`src/rtl/ssd_sign_mag_scan_pkg.sv`:
```
// Shared definitions for the sign/magnitude 7-segment scanner:
// display polarity, segment codes and the converter state encoding.
package ssd_sign_mag_scan_pkg;

  // Anodes and cathodes are both driven low to light.
  localparam logic AN_ON  = 1'b0;
  localparam logic AN_OFF = 1'b1;

  // Segment codes, active-low, bit order {g,f,e,d,c,b,a}.
  localparam logic [6:0] SEG_0     = 7'b1000000;
  localparam logic [6:0] SEG_1     = 7'b1111001;
  localparam logic [6:0] SEG_2     = 7'b0100100;
  localparam logic [6:0] SEG_3     = 7'b0110000;
  localparam logic [6:0] SEG_4     = 7'b0011001;
  localparam logic [6:0] SEG_5     = 7'b0010010;
  localparam logic [6:0] SEG_6     = 7'b0000010;
  localparam logic [6:0] SEG_7     = 7'b1111000;
  localparam logic [6:0] SEG_8     = 7'b0000000;
  localparam logic [6:0] SEG_9     = 7'b0010000;
  localparam logic [6:0] SEG_MINUS = 7'b0111111;
  localparam logic [6:0] SEG_E     = 7'b0000110;
  localparam logic [6:0] SEG_R     = 7'b0101111;
  localparam logic [6:0] SEG_BLANK = 7'b1111111;

  // Converter: idle, or shifting one bit per clock.
  typedef enum logic {
    CONV_IDLE  = 1'b0,
    CONV_SHIFT = 1'b1
  } conv_state_t;

  // BCD digit to segment code; non-decimal codes show blank.
  function automatic logic [6:0] seg_digit(input logic [3:0] d);
    case (d)
      4'd0:    seg_digit = SEG_0;
      4'd1:    seg_digit = SEG_1;
      4'd2:    seg_digit = SEG_2;
      4'd3:    seg_digit = SEG_3;
      4'd4:    seg_digit = SEG_4;
      4'd5:    seg_digit = SEG_5;
      4'd6:    seg_digit = SEG_6;
      4'd7:    seg_digit = SEG_7;
      4'd8:    seg_digit = SEG_8;
      4'd9:    seg_digit = SEG_9;
      default: seg_digit = SEG_BLANK;
    endcase
  endfunction

endpackage

```
`src/rtl/bin2bcd_seq.sv`:
```
// Sequential double-dabble (shift-add-3) binary to BCD converter.
// start loads bin; N shift clocks follow; bcd is updated and done pulses
// on the last shift. A start while busy restarts from the new value.
// busy mirrors the FSM state (high while shifting).
module bin2bcd_seq
  import ssd_sign_mag_scan_pkg::*;
#(
  parameter int N    = 4,
  parameter int NDIG = 3
) (
  input  logic              clk,
  input  logic              rst,
  input  logic              start,
  input  logic [N-1:0]      bin,
  output logic [4*NDIG-1:0] bcd,
  output logic              busy,
  output logic              done
);

  localparam int CW = $clog2(N + 1);
  localparam logic [CW-1:0] LAST = CW'(N - 1);

  conv_state_t       state_q, state_d;
  logic [N-1:0]      bin_sr;
  logic [4*NDIG-1:0] bcd_sr;
  logic [4*NDIG-1:0] adj;
  logic [4*NDIG-1:0] shifted;
  logic [CW-1:0]     cnt;

  // Next state: leave SHIFT after the N-th shift unless restarted.
  always_comb begin
    state_d = state_q;
    case (state_q)
      CONV_IDLE:  if (start) state_d = CONV_SHIFT;
      CONV_SHIFT: if (!start && cnt == LAST) state_d = CONV_IDLE;
    endcase
  end

  // Add 3 to every BCD digit >= 5, then shift in the next binary MSB.
  always_comb begin
    adj = bcd_sr;
    for (int i = 0; i < NDIG; i++) begin
      if (bcd_sr[4*i +: 4] >= 4'd5) adj[4*i +: 4] = bcd_sr[4*i +: 4] + 4'd3;
    end
    shifted = {adj[4*NDIG-2:0], bin_sr[N-1]};
  end

  // State register.
  always_ff @(posedge clk or posedge rst) begin
    if (rst) state_q <= CONV_IDLE;
    else     state_q <= state_d;
  end

  // Shift registers, step counter and result/done outputs.
  always_ff @(posedge clk or posedge rst) begin
    if (rst) begin
      bin_sr <= '0;
      bcd_sr <= '0;
      cnt    <= '0;
      bcd    <= '0;
      done   <= 1'b0;
    end else begin
      done <= 1'b0;
      if (start) begin
        bin_sr <= bin;
        bcd_sr <= '0;
        cnt    <= '0;
      end else if (state_q == CONV_SHIFT) begin
        bin_sr <= bin_sr << 1;
        bcd_sr <= shifted;
        cnt    <= cnt + CW'(1);
        if (cnt == LAST) begin
          bcd  <= shifted;
          done <= 1'b1;
        end
      end
    end
  end

  assign busy = (state_q == CONV_SHIFT);

endmodule

```
`src/rtl/ssd_sign_mag_scan.sv`:
```
// Multiplexed 7-segment driver for a sign/magnitude/overflow result.
// Inputs are sampled once per scan frame (when the sign digit slot starts),
// converted to BCD in the background and committed at the frame wrap, so a
// frame always shows one coherent value. Leading zeros are blanked, negative
// values get '-', overflow shows a blinking "Err".
module ssd_sign_mag_scan
  import ssd_sign_mag_scan_pkg::*;
#(
  parameter int N            = 4,
  parameter int DIGITS       = 4,
  parameter int REFRESH_DIV  = 50000,
  parameter int BLINK_FRAMES = 64
) (
  input  logic              clk,
  input  logic              rst,
  input  logic [N-1:0]      mag,
  input  logic              sign,
  input  logic              ovf,
  output logic [DIGITS-1:0] an,
  output logic [6:0]        seg,
  output logic              dp
);

  localparam int NDIG = DIGITS - 1;
  localparam int RW   = $clog2(REFRESH_DIV);
  localparam int IW   = $clog2(DIGITS + 1);
  localparam int FW   = (BLINK_FRAMES > 1) ? $clog2(BLINK_FRAMES) : 1;

  logic [RW-1:0]     refresh_cnt;
  logic [IW-1:0]     idx;
  logic              tick, last_idx, capture, wrap;

  logic [N-1:0]      sh_mag;
  logic              sh_sign, sh_ovf;

  logic [4*NDIG-1:0] conv_bcd, res_bcd;
  logic              conv_busy, conv_done;

  logic [4*NDIG-1:0] disp_bcd;
  logic              disp_neg, disp_ovf;
  logic [FW-1:0]     frame_cnt;
  logic              blink;

  logic [NDIG-1:0]   lz;
  logic [3:0]        cur_digit;
  logic              cur_lz, lit;
  logic [6:0]        seg_d;
  logic [DIGITS-1:0] an_d;

  assign tick     = (refresh_cnt == RW'(REFRESH_DIV - 1));
  assign last_idx = (idx == IW'(DIGITS - 1));
  assign capture  = tick && (idx == IW'(DIGITS - 2));
  assign wrap     = tick && last_idx;
  assign dp       = 1'b1;

  // Refresh divider and digit slot index.
  always_ff @(posedge clk or posedge rst) begin
    if (rst) begin
      refresh_cnt <= '0;
      idx         <= '0;
    end else if (tick) begin
      refresh_cnt <= '0;
      idx         <= last_idx ? '0 : idx + IW'(1);
    end else begin
      refresh_cnt <= refresh_cnt + RW'(1);
    end
  end

  // Sample the inputs as the sign slot begins; the converter starts on the same edge.
  always_ff @(posedge clk or posedge rst) begin
    if (rst) begin
      sh_mag  <= '0;
      sh_sign <= 1'b0;
      sh_ovf  <= 1'b0;
    end else if (capture) begin
      sh_mag  <= mag;
      sh_sign <= sign;
      sh_ovf  <= ovf;
    end
  end

  bin2bcd_seq #(
    .N    (N),
    .NDIG (NDIG)
  ) u_bin2bcd (
    .clk   (clk),
    .rst   (rst),
    .start (capture),
    .bin   (mag),
    .bcd   (conv_bcd),
    .busy  (conv_busy),
    .done  (conv_done)
  );

  // Hold the finished conversion until the frame wrap picks it up.
  always_ff @(posedge clk or posedge rst) begin
    if (rst)            res_bcd <= '0;
    else if (conv_done) res_bcd <= conv_bcd;
  end

  // Commit at the frame wrap and advance the overflow blink phase.
  // A still-running conversion skips the commit so digits and sign never mismatch.
  always_ff @(posedge clk or posedge rst) begin
    if (rst) begin
      disp_bcd  <= '0;
      disp_neg  <= 1'b0;
      disp_ovf  <= 1'b0;
      frame_cnt <= '0;
      blink     <= 1'b0;
    end else if (wrap && !conv_busy) begin
      disp_bcd <= res_bcd;
      disp_neg <= sh_sign && (sh_mag != '0);
      disp_ovf <= sh_ovf;
      if (!sh_ovf) begin
        frame_cnt <= '0;
        blink     <= 1'b0;
      end else if (disp_ovf) begin
        if (frame_cnt == FW'(BLINK_FRAMES - 1)) begin
          frame_cnt <= '0;
          blink     <= ~blink;
        end else begin
          frame_cnt <= frame_cnt + FW'(1);
        end
      end
    end
  end

  // Leading-zero flags: lz[i] is set when BCD digit i and all above it are zero.
  always_comb begin
    lz = '0;
    lz[NDIG-1] = (disp_bcd[4*NDIG-1 -: 4] == 4'd0);
    for (int i = NDIG - 2; i >= 0; i--) begin
      lz[i] = lz[i+1] && (disp_bcd[4*i +: 4] == 4'd0);
    end
  end

  // Pick the content of the current slot and encode it.
  always_comb begin
    cur_digit = 4'd0;
    cur_lz    = 1'b1;
    seg_d     = SEG_BLANK;
    lit       = 1'b0;
    an_d      = {DIGITS{AN_OFF}};
    for (int i = 0; i < NDIG; i++) begin
      if (idx == IW'(i)) begin
        cur_digit = disp_bcd[4*i +: 4];
        cur_lz    = lz[i];
      end
    end
    if (disp_ovf) begin
      if (idx == IW'(2)) begin
        seg_d = SEG_E;
        lit   = 1'b1;
      end else if (idx == IW'(1) || idx == '0) begin
        seg_d = SEG_R;
        lit   = 1'b1;
      end
    end else if (last_idx) begin
      if (disp_neg) begin
        seg_d = SEG_MINUS;
        lit   = 1'b1;
      end
    end else if (idx == '0 || !cur_lz) begin
      seg_d = seg_digit(cur_digit);
      lit   = 1'b1;
    end
    if (blink) begin
      seg_d = SEG_BLANK;
      lit   = 1'b0;
    end
    for (int i = 0; i < DIGITS; i++) begin
      an_d[i] = (lit && idx == IW'(i)) ? AN_ON : AN_OFF;
    end
  end

  // Registered display outputs.
  always_ff @(posedge clk or posedge rst) begin
    if (rst) begin
      an  <= {DIGITS{AN_OFF}};
      seg <= SEG_BLANK;
    end else begin
      an  <= an_d;
      seg <= seg_d;
    end
  end

endmodule

```
`config.mk`:
```
export PLATFORM = sky130hd
export DESIGN_NAME = ssd_sign_mag_scan
export DESIGN_NICKNAME = d
export VERILOG_FILES = /design/src/rtl/ssd_sign_mag_scan_pkg.sv /design/src/rtl/bin2bcd_seq.sv /design/src/rtl/ssd_sign_mag_scan.sv
export SDC_FILE = /design/constraint.sdc
export NUM_CORES = 1
export LEC_CHECK = 0
export ABC_AREA = 1
export BUFFER_PORTS_ARGS = -buffer_cell sky130_fd_sc_hd__buf_2
export CORE_MARGIN = 5
export CORE_UTILIZATION = 60
export DETAILED_ROUTE_END_ITERATION = 8
export PLACE_DENSITY_LB_ADDON = 0.12
export SLEW_MARGIN = 20
export SYNTH_ARGS = -nofsm -noshare
export SYNTH_HDL_FRONTEND = slang
export SYNTH_SLANG_ARGS = --single-unit
```
`constraint.sdc`:
```
create_clock -name clk -period 7.75 [get_ports clk]
set_clock_uncertainty 0.15 [all_clocks]
set_input_delay 2.325 -clock clk [delete_from_list [all_inputs] [get_ports clk]]
set_output_delay 2.325 -clock clk [all_outputs]
set_load 0.02 [all_outputs]
```
* Yosys cells after proc, flatten, opt, wreduce, memory -nomap -nowiden
Memory sizes are Yosys's and may differ from the RTL's. Index checks and enable logic that the tools add are counted.
Storage, ports and cells: flip-flop bits (word level) 102, bits in read-only memories 112, input port bits 8, output and inout port bits 12, logic and storage cells 113, memories 1
Memory list:
- (no name shown) | words 16, bits a word 7, read ports 1, clocked after memory_dff 0, write ports 0, RTL line ssd_sign_mag_scan_pkg.sv:33 | case (d)
Cells by class: add/subtract/negate cells 7, magnitude comparators 3, equality and inequality tests 8, muxes and demuxes 47, bitwise operators 3, reduce and logical (&&, ||, !) cells 25
Operator list (count):
- $mux W7 | 7
- $mux W4 | 7
- $mux W12 | 2
- $mux W1 | 22
- $mux W6 | 3
- $add A16 B1 Y16 const B | 1
- $eq A16 B16 Y1 const B | 1
- $mux W16 | 1
- $ge A4 B3 Y1 const B | 3
- $logic_not A4 Y1 | 3
- $mux W3 | 4
- $logic_and A1 B1 Y1 | 11
- $eq A3 B2 Y1 const B | 3
- $add A4 B2 Y4 const B | 2
- $add A3 B1 Y3 const B | 2
- $add A6 B1 Y6 const B | 1
- $eq A6 B6 Y1 const B | 1
- $reduce_and A3 Y1 | 2
- $ne A2 B1 Y1 const B | 2
- $reduce_bool A4 Y1 | 1
- $add A3 B2 Y3 const B | 1
- $eq A3 B1 Y1 const B | 1
- $logic_not A1 Y1 | 3
- $logic_not A3 Y1 | 1
- other kinds (5) | 8

* Longest topological paths before layout
word-level depth 14, gate-level depth with buffers 16, gate-level depth less buffers 16

* Hierarchy
From an unflattened synthesis, not the netlist that was laid out.
Unflattened totals: cell total of the unflattened synthesis 605, area, all modules 5149.9 sq um
By module, submodules not included:
- ssd_sign_mag_scan | times used 1, cells an instance 422, area each 3592.2 sq um, sequential area each 1740.4 sq um
- bin2bcd_seq | times used 1, cells an instance 183, area each 1557.7 sq um, sequential area each 825.8 sq um

* Worst setup path after synthesis
OpenSTA, ideal clock, no wires.
kind flip-flop to output port, from register an[0], to output port an[0], data arrival time 0.554 ns, required time 5.275 ns, setup slack 4.721 ns, cell stages (with the launch flop) 1, path through dfstp_2
RTL lines:
- from (decl) | RTL line ssd_sign_mag_scan.sv:19 | output logic [DIGITS-1:0] an,
- from (signal assigned) | RTL line ssd_sign_mag_scan.sv:179 | an <= {DIGITS{AN_OFF}};
- from (signal assigned) | RTL line ssd_sign_mag_scan.sv:182 | an <= an_d;
No word-level cell between the ends.

* Worst setup path after layout
from register seg[5], to output port seg[5]
RTL lines:
- from (decl) | RTL line ssd_sign_mag_scan.sv:20 | output logic [6:0] seg,
- from (signal assigned) | RTL line ssd_sign_mag_scan.sv:183 | seg <= seg_d;
No word-level cell between the ends.

==> reports/metrics.csv <==
metric,value,unit
r2r worst-path depth,7,
worst path required time,5.28,ns
most used routing layer,met2,
Mapped Area,5000,um^2
Mapped Cells,611,
XOR/XNOR share of the synthesized area,0.0193,
vias,3846,
Adder-Cell Fraction of Synth Area,0.0375,
Worst-Skew Late Latency,0.35,ns
CP startpoint,seg[5]$_DFF_PP1_,
Crit. path cell count,1,
VDD IR max,86.7,uV
Fillers,695,
Cell Rows,33,
die area,10300,um^2
clock-pin slew on the worst setup and hold paths,0.09,ns
Final Cycle Share,0.452,
"critical path, cell by cell",buf_2,
Setup WS pre-CTS,4.02,ns
placed cell areas,5170,um^2
worst reg2reg startpoint,idx[0]$_DFFE_PP0N_,
crit path to,seg[5],
global-route wire length before repair,16600,um
Tot Pwr,0.000874,W
"commonest cells after routing, fill and taps aside","186 x nand2_1, 91 x dfrtp_1, 83 x inv_1, 47 x o21ai_0, 37 x nor2_1",
P&R area growth vs syn,7.26,%
largest family of logic cells by synthesized area,simple AND/OR/NAND/NOR gates,
DR vias/cell,5.20,
Hold Buf Count CTS,0,
worst setup path class,register to primary output,
max cap viols,0,
GRT Overall Usage,0.200,
sequential share of power,0.608,
leakage power of the design,2.83,nW
Post-CTS Setup Inserts,0,
synthesis warning total,0,
vias in the first global route,3777,
asr flop ratio synth,1.00,
P_sw,0.000190,W
grt ovf,0,
TritonCTS clock tree,built,
crit end category,primary output,
Post-Route WL,9110,um
Mapped Avg Cell Area,8.18,um^2
"commonest non-fill, non-tap cell in the layout",nand2_1,
met2 GRT Util,0.330,
Comb pwr share,0.014,
Seq. cell area,2570,um^2
PwrDens,163,nW/um^2
critical path's largest stage delay,0.53,ns
Slew @ Worst Pin,0.847,ns
Syn Nets,634,
antenna violations before repair,0,
worst hold path class,register to register,
Die W,101,um
Final ANT Viol Nets,0,
Final Max Tran Viols,0,
Nets,653,
DR DRC count,0,
RSZ-0062 raised after global routing,no,
status,completed,
upper clock frequency limit,0.286,GHz
area of the core,8180,um^2
startpoint types,register,
area fraction in compound gates after synthesis,0.0916,
largest net degree at the start of global routing,71,
root buffer cell,clkbuf_8,
Post-synth EDFFs,0,
Slew HR,0.436,
GR Util met3,0.0489,
CTS resizes,0,
WP buf/inv,1,
1st-iter DRT viols,196,
Detail Placement HPWL,6610,um
"CP delay by family, top",flip-flops,
die span in y,101,um
Net Sw Frac,0.217,
CP Data Arrival Time,1.03,ns
design area,5360,um^2
post-synthesis simple-gate area fraction,0.258,
deepest clock path buffer count,2,
GP Congestion,0.850,
Final Hold Viols,0,
Synth cell types,39,
setup_tns,0,ns
Main synth FF type,dfrtp_1,
endpoints failing setup,0,
clock share of power,0.377,
Pre-antenna DRT Iters,5,
io pins,20,
antenna cells,0,
starting density of the core,0.612,
Global Route met1 Usage,0.255,
post-synthesis register bit count,102,
clock sink count,102,
Int Pwr,0.000685,W
Reg-to-Reg End,u_bin2bcd.bcd_sr[10]$_DFFE_PP0P_,
share of layout cells above drive strength 1,0.107,
PortBufs,18,
Max H-tree Level,3,
Final min period,3.50,ns
post-synthesis mux area share,0,
TritonCTS Buffers,9,
routed length per instance,12.3,um
final worst setup slack,4.25,ns
Multi-input gate area,2040,um^2
post-synthesis sequential area ratio,0.513,
CP max FO,1,
Critical-path top delay cell,dfstp_2,
"setup slack, reg-to-reg",5.11,ns
sequential cells by signal, indices dropped and copies added, names as in the netlist:
register          count
sh_sign               1
u_bin2bcd.busy        1
u_bin2bcd.bin_sr      4
disp_bcd             12
res_bcd              12
disp_ovf              1
u_bin2bcd.done        1
sh_mag                4
u_bin2bcd.bcd_sr     12
frame_cnt             6
u_bin2bcd.cnt         3
sh_ovf                1
blink                 1
an                    4
refresh_cnt          16
idx                   3
u_bin2bcd.bcd        12
disp_neg              1
seg                   7
worst min-delay path: cells and delay by family (launching register included):
kind / cells / cell delay, ns
flops: 1 / 0.35
simple gates: 2 / 0.10
worst min-delay path by stage:
stage	startpoint	end	slack, ns	cells after the start
floorplan	refresh_cnt[0]$_DFF_PP0_	refresh_cnt[0]$_DFF_PP0_	0.28	1
global placement	refresh_cnt[0]$_DFF_PP0_	refresh_cnt[0]$_DFF_PP0_	0.30	1
detailed placement	u_bin2bcd.bcd[7]$_DFFE_PP0P_	u_bin2bcd.bcd[7]$_DFFE_PP0P_	0.32	2
CTS	refresh_cnt[0]$_DFF_PP0_	refresh_cnt[0]$_DFF_PP0_	0.34	1
global route	refresh_cnt[0]$_DFF_PP0_	refresh_cnt[0]$_DFF_PP0_	0.35	1
finish	u_bin2bcd.bcd[7]$_DFFE_PP0P_	u_bin2bcd.bcd[7]$_DFFE_PP0P_	0.33	2
synth_stat cells, drive strengths merged (7+ instances only):
master  count  area [um^2]
nand2     194          763
nand3      37          190
o22ai       7         43.8
nor3        7         46.3
ha         15          188
xor2        8         70.1
o21ai      62          310
inv        88          330
dfrtp      91         2280
dfstp      11          289
buf         7         48.8
nor2       40          173
a21oi      12         60.1
power by group through the flow:
| stage | clock network (W) | logic [W] | registers, W |
|---|---|---|---|
| floorplan | 0 | 0.00000862 | 0.000542 |
| global placement | 0 | 0.0000129 | 0.000542 |
| detailed placement | 0 | 0.0000131 | 0.000542 |
| CTS | 0.000342 | 0.0000132 | 0.000532 |
| global route | 0.000365 | 0.0000153 | 0.000532 |
| finish | 0.000330 | 0.0000123 | 0.000532 |
per-layer routing:
metal	share of wire	up-vias	wire length [um]
li1	-	1966	-
met1	0.46	1775	4190
met2	0.48	88	4330
met3	0.048	17	435
met4	0.017	0	153
met5	0	-	0
cell families (layout without fill, tap and decap cells):
family / count (synthesis) / in the layout
and+or+nand+nor: 295 / 295
DFF: 102 / 102
buffers and inverters: 100 / 123
AOI/OAI and AO/OA: 87 / 87
adders and majority gates: 15 / 15
xor gates and xnor gates: 11 / 11
other: 1 / 1
cell type report:
| class | count | share of cell area |
|---|---|---|
| Sequential cell | 102 | 0.479 |
| Tap cell | 105 | 0.0245 |
| Inverter | 89 | 0.0628 |
| Timing Repair Buffer | 19 | 0.0182 |
| Clock buffer | 9 | 0.0231 |
| Multi-Input combinational cell | 409 | 0.380 |
| Clock inverter | 6 | 0.0133 |
metrics by stage:
step                      utilization  std cells  hold WS [ns]
after CTS                       0.656        739         0.340
after global placement          0.632        724         0.298
final                           0.656        739         0.335
after detailed placement        0.632        724         0.317
after floorplan                     -        611         0.283
after global routing            0.656        739         0.352
No activity file was read; power rests on OpenSTA's default activity.
